===== src/rtl/mmio_periph.sv =====
// rtl/mmio_periph.sv - I/O page decode, 7-seg/LED registers, debounced switches/buttons, optional compare timer.
// Define MMIO_TIMER_EN to build the TCNT/TCMP/TCTRL timer and irq_o; otherwise those offsets read 0.

module mmio_debounce #(
   parameter int W          = 8,
   parameter int DEB_CYCLES = 20000
) (
   input  logic         clk_i,
   input  logic         rst_i,
   input  logic [W-1:0] raw_i,
   output logic [W-1:0] deb_o,
   output logic [W-1:0] rise_o
);
   localparam int            CW   = $clog2(DEB_CYCLES);
   localparam logic [CW-1:0] LAST = CW'(DEB_CYCLES - 1);

   logic [W-1:0]  sync1, sync2, prev, deb;
   logic [CW-1:0] cnt, cnt_inc;
   logic          settle;

   assign cnt_inc = cnt + CW'(1);
   // The whole group is accepted at once, only after sync2 stayed constant long enough.
   assign settle  = (sync2 != deb) && (sync2 == prev) && (cnt_inc == LAST);
   assign deb_o   = deb;
   assign rise_o  = settle ? (sync2 & ~deb) : '0;

   always_ff @(posedge clk_i or posedge rst_i) begin
      if (rst_i) begin
         sync1 <= '0;
         sync2 <= '0;
         prev  <= '0;
         deb   <= '0;
         cnt   <= '0;
      end else begin
         sync1 <= raw_i;
         sync2 <= sync1;
         prev  <= sync2;
         if (sync2 == deb || sync2 != prev) begin
            cnt <= '0;
         end else if (cnt_inc == LAST) begin
            deb <= sync2;
            cnt <= '0;
         end else begin
            cnt <= cnt_inc;
         end
      end
   end
endmodule

module mmio_periph #(
   parameter logic [31:0] IO_BASE    = 32'hFFFF_F000,
   parameter int          LED_W      = 24,
   parameter int          SW_W       = 24,
   parameter int          BTN_W      = 5,
   parameter int          DEB_CYCLES = 20000
) (
   input  logic             clk_i,
   input  logic             rst_i,
   input  logic             we_i,
   input  logic [31:0]      addr_i,
   input  logic [31:0]      wdata_i,
   input  logic [31:0]      mem_rdata_i,
   output logic [31:0]      rdata_o,
   output logic             dram_we_o,
   input  logic [SW_W-1:0]  switch_i,
   input  logic [BTN_W-1:0] btn_i,
   output logic [31:0]      seg_data_o,
   output logic [LED_W-1:0] led_o,
   output logic             irq_o
);
   localparam logic [11:0] OFF_SEG   = 12'h000;
   localparam logic [11:0] OFF_TCNT  = 12'h020;
   localparam logic [11:0] OFF_TCMP  = 12'h024;
   localparam logic [11:0] OFF_TCTRL = 12'h028;
   localparam logic [11:0] OFF_LED   = 12'h060;
   localparam logic [11:0] OFF_SW    = 12'h070;
   localparam logic [11:0] OFF_BTN   = 12'h078;
   localparam logic [11:0] OFF_BTNE  = 12'h07C;

   logic             io_hit, wr;
   logic [11:0]      offset;
   logic [31:0]      seg_q, io_rdata;
   logic [LED_W-1:0] led_q;
   logic [SW_W-1:0]  sw_deb;
   logic [SW_W-1:0]  sw_rise;
   logic [BTN_W-1:0] btn_deb, btn_rise, btne_q, btne_clr;

   assign io_hit     = (addr_i[31:12] == IO_BASE[31:12]);
   assign offset     = addr_i[11:0];
   assign wr         = we_i & io_hit;
   assign dram_we_o  = we_i & ~io_hit;
   assign seg_data_o = seg_q;
   assign led_o      = led_q;
   assign btne_clr   = (wr && offset == OFF_BTNE) ? wdata_i[BTN_W-1:0] : '0;

   mmio_debounce #(.W(SW_W), .DEB_CYCLES(DEB_CYCLES)) u_sw_deb (
      .clk_i  (clk_i),
      .rst_i  (rst_i),
      .raw_i  (switch_i),
      .deb_o  (sw_deb),
      .rise_o (sw_rise)
   );

   mmio_debounce #(.W(BTN_W), .DEB_CYCLES(DEB_CYCLES)) u_btn_deb (
      .clk_i  (clk_i),
      .rst_i  (rst_i),
      .raw_i  (btn_i),
      .deb_o  (btn_deb),
      .rise_o (btn_rise)
   );

   always_ff @(posedge clk_i or posedge rst_i) begin
      if (rst_i) begin
         seg_q  <= '0;
         led_q  <= '0;
         btne_q <= '0;
      end else begin
         if (wr && offset == OFF_SEG) seg_q <= wdata_i;
         if (wr && offset == OFF_LED) led_q <= wdata_i[LED_W-1:0];
         // A new edge in the same cycle as a W1C clear keeps the bit set.
         btne_q <= (btne_q & ~btne_clr) | btn_rise;
      end
   end

`ifdef MMIO_TIMER_EN
   logic [31:0] tcnt_q, tcmp_q;
   logic        en_q, auto_q, flag_q, ie_q, match;

   assign match = en_q && (tcnt_q == tcmp_q);
   assign irq_o = flag_q & ie_q;

   always_ff @(posedge clk_i or posedge rst_i) begin
      if (rst_i) begin
         tcnt_q <= '0;
         tcmp_q <= 32'hFFFF_FFFF;
         en_q   <= 1'b0;
         auto_q <= 1'b0;
         flag_q <= 1'b0;
         ie_q   <= 1'b0;
      end else begin
         if (wr && offset == OFF_TCNT)  tcnt_q <= wdata_i;
         else if (match && auto_q)      tcnt_q <= '0;
         else if (en_q)                 tcnt_q <= tcnt_q + 32'd1;
         if (wr && offset == OFF_TCMP)  tcmp_q <= wdata_i;
         if (wr && offset == OFF_TCTRL) begin
            en_q   <= wdata_i[0];
            auto_q <= wdata_i[1];
            ie_q   <= wdata_i[3];
         end
         if (match)                                           flag_q <= 1'b1;
         else if (wr && offset == OFF_TCTRL && wdata_i[2])   flag_q <= 1'b0;
      end
   end
`else
   assign irq_o = 1'b0;
`endif

   always_comb begin
      io_rdata = '0;
      case (offset)
         OFF_SEG:   io_rdata = seg_q;
`ifdef MMIO_TIMER_EN
         OFF_TCNT:  io_rdata = tcnt_q;
         OFF_TCMP:  io_rdata = tcmp_q;
         OFF_TCTRL: io_rdata = {28'd0, ie_q, flag_q, auto_q, en_q};
`endif
         OFF_LED:   io_rdata = 32'(led_q);
         OFF_SW:    io_rdata = 32'(sw_deb);
         OFF_BTN:   io_rdata = 32'(btn_deb);
         OFF_BTNE:  io_rdata = 32'(btne_q);
         default:   io_rdata = '0;
      endcase
      rdata_o = io_hit ? io_rdata : mem_rdata_i;
   end
endmodule


===== config.mk =====
export PLATFORM = sky130hd
export DESIGN_NAME = mmio_periph
export DESIGN_NICKNAME = d
export VERILOG_FILES = /design/src/rtl/mmio_periph.sv
export SDC_FILE = /design/constraint.sdc
export NUM_CORES = 1
export LEC_CHECK = 0
export ABC_AREA = 1
export CORE_MARGIN = 5
export CORE_UTILIZATION = 42
export CTS_CLUSTER_SIZE = 20
export DETAILED_ROUTE_END_ITERATION = 6
export GPL_TIMING_DRIVEN = 0
export PLACE_DENSITY = 0.69
export SLEW_MARGIN = 10
export SYNTH_ARGS = -nofsm -noshare
export SYNTH_HDL_FRONTEND = slang
export SYNTH_SLANG_ARGS = --single-unit

===== constraint.sdc =====
create_clock -name clk_i -period 10 [get_ports clk_i]
set_input_delay 2 -clock clk_i [delete_from_list [all_inputs] [get_ports clk_i]]
set_output_delay 2 -clock clk_i [all_outputs]
set_load 0.01 [all_outputs]

# Word-level counts from Yosys, hierarchy flattened
# Index checks and enable logic that the tools add are counted.
# word_totals
reg_bits	207
input_bits	128
output_inout_bits	90
elab_cells	56
# classes
addsub	2
eq_ne	13
muxes	8
bitwise_logic	10
reduce_logical	10
# op_table
cell	n
$pmux W32 S5	1
$mux W15	4
$eq A12 B7 Y1 const B	4
$mux W32	1
$add A15 B1 Y15 const B	2
$eq A15 B15 Y1 const B	2
$eq A24 B24 Y1	1
$ne A24 B24 Y1	1
$eq A20 B20 Y1 const B	1
$logic_not A12 Y1	1
$and A5 B5 Y5	2
$eq A5 B5 Y1	2
$mux W5	2
$ne A5 B5 Y1	2
$not A5 Y5	2
$logic_and A1 B1 Y1	5
$or A5 B5 Y5	1
$reduce_and A2 Y1	2
$not A1 Y1	3
$and A1 B1 Y1	2
$logic_or A1 B1 Y1	2

# Longest topological paths before layout
# depth
ltp_word	7
depth_mapped	14
mapped_depth_nobuf	13

# By module
# Synthesis repeated with hierarchy kept, for this count alone.
# hier_totals
cells_unflattened	1254
area_unflattened_um2	10530.1
# by_module_without_submodules
module	n_inst	cells_each	area_per_inst_um2	seq_area_each_um2
mmio_debounce at u_sw_deb	1	480	4750.8	2777.7
mmio_periph	1	575	4035.1	1526.5
mmio_debounce at u_btn_deb	1	199	1744.2	875.8

# Worst setup path before layout
# No wires, ideal clock.
# synth_timing
kind	input -> output
start	in addr_i[1]
end	out rdata_o[1]
t_arrival_ns	3.244
required_time_ns	8.000
slack_ns	4.756
stages	10
n_path_buf	2
cell_sequence	nor2_1 -> nand2_2 -> nor2_1 -> and2_0 -> buf_2 -> buf_2 -> nand2_1 -> o21ai_0 -> nor2_1 -> a21oi_1
# synth_between
elab_chain_len	3
word_cells_on_any_way	7
cone_classes	4 x eq/ne; 2 x mux; 1 x reduce/logical
# synth_rtl
element	line_no	source
start: declaration	60	input logic [31:0] addr_i,
$eq A12 B7 Y1 or $logic_not A12 Y1 (tied branches)	160	case (offset)
$pmux W32 S5 *	160	
$mux W32 *	173	rdata_o = io_hit ? io_rdata : mem_rdata_i;
end: declaration	63	output logic [31:0] rdata_o,
# Mark *: on every way between the ends. The rest lies on a longest branch, timed or not.

# Worst setup path after layout
# layout_timing
start	in addr_i[18]
end	out rdata_o[20]
# layout_between
elab_chain_len	2
# layout_rtl
element	line_no	source
$eq A20 B20 Y1	88	assign io_hit = (addr_i[31:12] == IO_BASE[31:12]);
$mux W32	173	
# No other way between the ends.

==> results.sh <==
export IMPL_status="completed"
export IMPL_grt_overflow=0
export IMPL_grtUsageTotal_pct=20.63
export IMPL_yosys_top_cells_area="dfrtp_1, nand2_1, nand3_1"
export IMPL_drt_drc_violations_left=0
export IMPL_area_growth_pct=34.02
export IMPL_switchingPower_w=0.0003848
export IMPL_synth_seq_cells=207
export IMPL_dieHeight_um=161.6
export IMPL_synthCells=1188
export IMPL_maxSlewHeadroom_pct=32.65
export IMPL_seqPwrFrac_pct=48.5
export IMPL_cts_setup_buffers=0
export IMPL_clock_skew_final_ps=11.55
export IMPL_max_freq_ghz=0.1474
export IMPL_syn_nets=1325
export IMPL_crit_chain="clkdlybuf4s50_1 > nand4_1 > or2_2 > nor3_2 > buf_2 > nand2_1 > nand2_1 > clkdlybuf4s50_1"
export IMPL_hold_class="reg -> reg"
export IMPL_swShare_pct=21.45
export IMPL_cts_sinks=207
export IMPL_clk_latency_ps=500
export IMPL_worstPathMaxFanout=10
export IMPL_viasPerCell=4.888
export IMPL_antenna_found_initial=0
export IMPL_ys_warn_count=0
export IMPL_hold_violations=0
export IMPL_synth_area_per_cell_um2=8.126
export IMPL_leakagePower_nw=6.012
export IMPL_tightest_slew_ps=1005
export IMPL_synth_enable_flop_cells=0
export IMPL_drt_iter0_drc=432
export IMPL_synthDistinctLibCells=40
export IMPL_place_gp_congestion=0.8634
export IMPL_async_flop_share_pct=100.0
export IMPL_power_total_w=0.001794
export IMPL_rows=55
export IMPL_path_clk_slew_ps=60
export IMPL_maxSlewViolCount=0
export IMPL_dr_pass1_iters=4
export IMPL_synth_top_cell_by_area="dfrtp_1"
export IMPL_slowest_stage="nor3_2"
export IMPL_netlist_area_um2=9654
export IMPL_nets=1567
export IMPL_final_layout_size_suffix_gt1_share_pct=6.159
export IMPL_p_comb_share_pct=7.1
export IMPL_num_vias=8456
export IMPL_place_ws_ps=3191
export IMPL_critPathCaptureType="primary output"
export IMPL_layout_commonest_cell="nand2_1"
export IMPL_grt_max_degree=96
export IMPL_timing_final_crit_period_ps=6783
export IMPL_start_util_pct=42.64
export IMPL_grt_pass1_wl_mm=43.84
export IMPL_dp_hpwl_mm=20.89
export IMPL_max_cap_violations=0
export IMPL_mostFrequentLayoutCells="nand2_1, clkdlybuf4s50_1, dfrtp_1, nand3_1, nor2_1"
export IMPL_synth_ff_type="dfrtp_1"
export IMPL_crit_arrival_ps=4780
export IMPL_fin_crit_sh_pct=67.83
export IMPL_finalWirelength_mm=27.27
export IMPL_drtAntennaViolNets=0
export IMPL_n_antenna_cell=0
export IMPL_crit_path_start_kind="input pin"
export IMPL_portBuffers=216
export IMPL_dieArea_um2=26120
export IMPL_grt_pass1_vias=8402
export IMPL_crit_type="in -> out"
export IMPL_root_buffer="clkbuf_16"
export IMPL_synth_top_area_share_pct=53.65
export IMPL_cp_slowest_stage_delay_ps=770
export IMPL_setup_viol=0
export IMPL_yosysSeqAreaShare_pct=53.65
export IMPL_die_w_um=161.6
export IMPL_cts_hold_fix_buffers=0
export IMPL_clockBufferDepth=3
export IMPL_wl_per_cell_um=15.77
export IMPL_critPathRequiredTime_ps=8000
export IMPL_cts_tree="built"
export IMPL_num_fill_cells=2007
export IMPL_rsz0062_at_grt="false"
export IMPL_setup_slack_ps=3217
export IMPL_p_int_w=0.001409
export IMPL_io_pins=218
export IMPL_powerDensity_nw_per_um2=138.6
export IMPL_p_clk_share_pct=44.4
export IMPL_cts_buffers=22
export IMPL_cts_htree_levels=1
export IMPL_core_um2=22640
export IMPL_irDropWorstVdd_uv=96.83
export IMPL_cts_resized=0
## cells in the mapped netlist, drive strengths merged, types with 3 or more instances
master and instances:
nor3 6, nor2 123, clkbuf 10, or2 5
nand2 431, buf 25, o211ai 11, dfrtp 207
o21bai 3, inv 111, a21oi 14, xor2 25
nand4 13, o21ai 60, ha 9, nand3 116
xnor2 6
## power groups by stage
stage | Combinational (W) | Sequential (W) | Clock (W)
2_1_floorplan | 0.0000482 | 0.000881 | 0
3_3_place_gp | 0.000124 | 0.000886 | 0
3_5_place_dp | 0.000128 | 0.000886 | 0
4_1_cts | 0.000129 | 0.000871 | 0.000818
5_1_grt | 0.000140 | 0.000873 | 0.000857
6_report | 0.000127 | 0.000871 | 0.000796
## flip-flops by register name (all words and copies together), names as in the netlist, 15 cells and up
signal          flops
u_sw_deb.sync1     24
u_sw_deb.sync2     24
seg_data_o         32
led_o              24
u_sw_deb.cnt       15
u_btn_deb.cnt      15
u_sw_deb.prev      24
u_sw_deb.deb_o     24
## path summary, 6_finish.rpt
check / from / endpoint / slack (ps) / cells after the start
max: addr_i[18] / rdata_o[20] / 3220 / 8
min: u_sw_deb.sync1[5]$_DFF_PP0_ / u_sw_deb.sync2[5]$_DFF_PP0_ / 350 / 0
max reg2reg: u_sw_deb.cnt[0]$_DFF_PP0_ / u_sw_deb.cnt[4]$_DFF_PP0_ / 7750 / 13
min reg2reg: u_sw_deb.sync1[5]$_DFF_PP0_ / u_sw_deb.sync2[5]$_DFF_PP0_ / 350 / 0
max in group asynchronous: rst_i / seg_data_o[18]$_DFFE_PP0P_ / 7030 / 4
min in group asynchronous: rst_i / u_sw_deb.sync1[4]$_DFF_PP0_ / 1860 / 2
## kinds of logic (layout without fill, tap and decap cells)
family,Yosys count,count (layout),share of synthesized area [%]
other cells,1,1,0.03884
xor+xnor,31,31,2.812
flops,207,207,53.65
simple gates,702,702,30.73
buf+inv,148,405,6.493
compound gates,90,90,5.106
fa+ha+maj,9,9,1.166
## critical path, delay by kind of cell
kind,cells,cell delay (ps)
buffers and inverters,3,1350
and+or+nand+nor,5,1430
## area by class of cell
class / instances / area (um^2) / area share, %
flip-flops and latches: 207 / 5180 / 40.03
multi-input cells: 833 / 3847 / 29.74
repair buffers: 218 / 2217 / 17.14
clock buffers: 33 / 623.1 / 4.816
inverters: 113 / 431.7 / 3.336
well taps: 285 / 356.6 / 2.756
plain buffers: 35 / 202.7 / 1.567
clock inverters: 6 / 80.08 / 0.6189
## metrics by stage
stage               instance area, um^2  setup TNS (ps)  std cells  hold slack [ps]  utilization (%)
finish                            12940               0       1730            345.6            57.15
global route                      12940               0       1730            355.4            57.15
CTS                               12940               0       1730            349.1            57.15
detailed placement                12240               0       1691            335.5            54.04
global placement                  12170          -58650       1689            333.6            53.77
floorplan                          9654               0       1188            331.2                -
## metal layers
metal	track usage (%)	part of all wire (%)	wire, um
met1	26.11	42	11360
met2	35.23	48	13080
met3	4.338	6.9	1891
met4	7.228	3.5	946
met5	0	0	0
(Power assumes the default switching activity.)
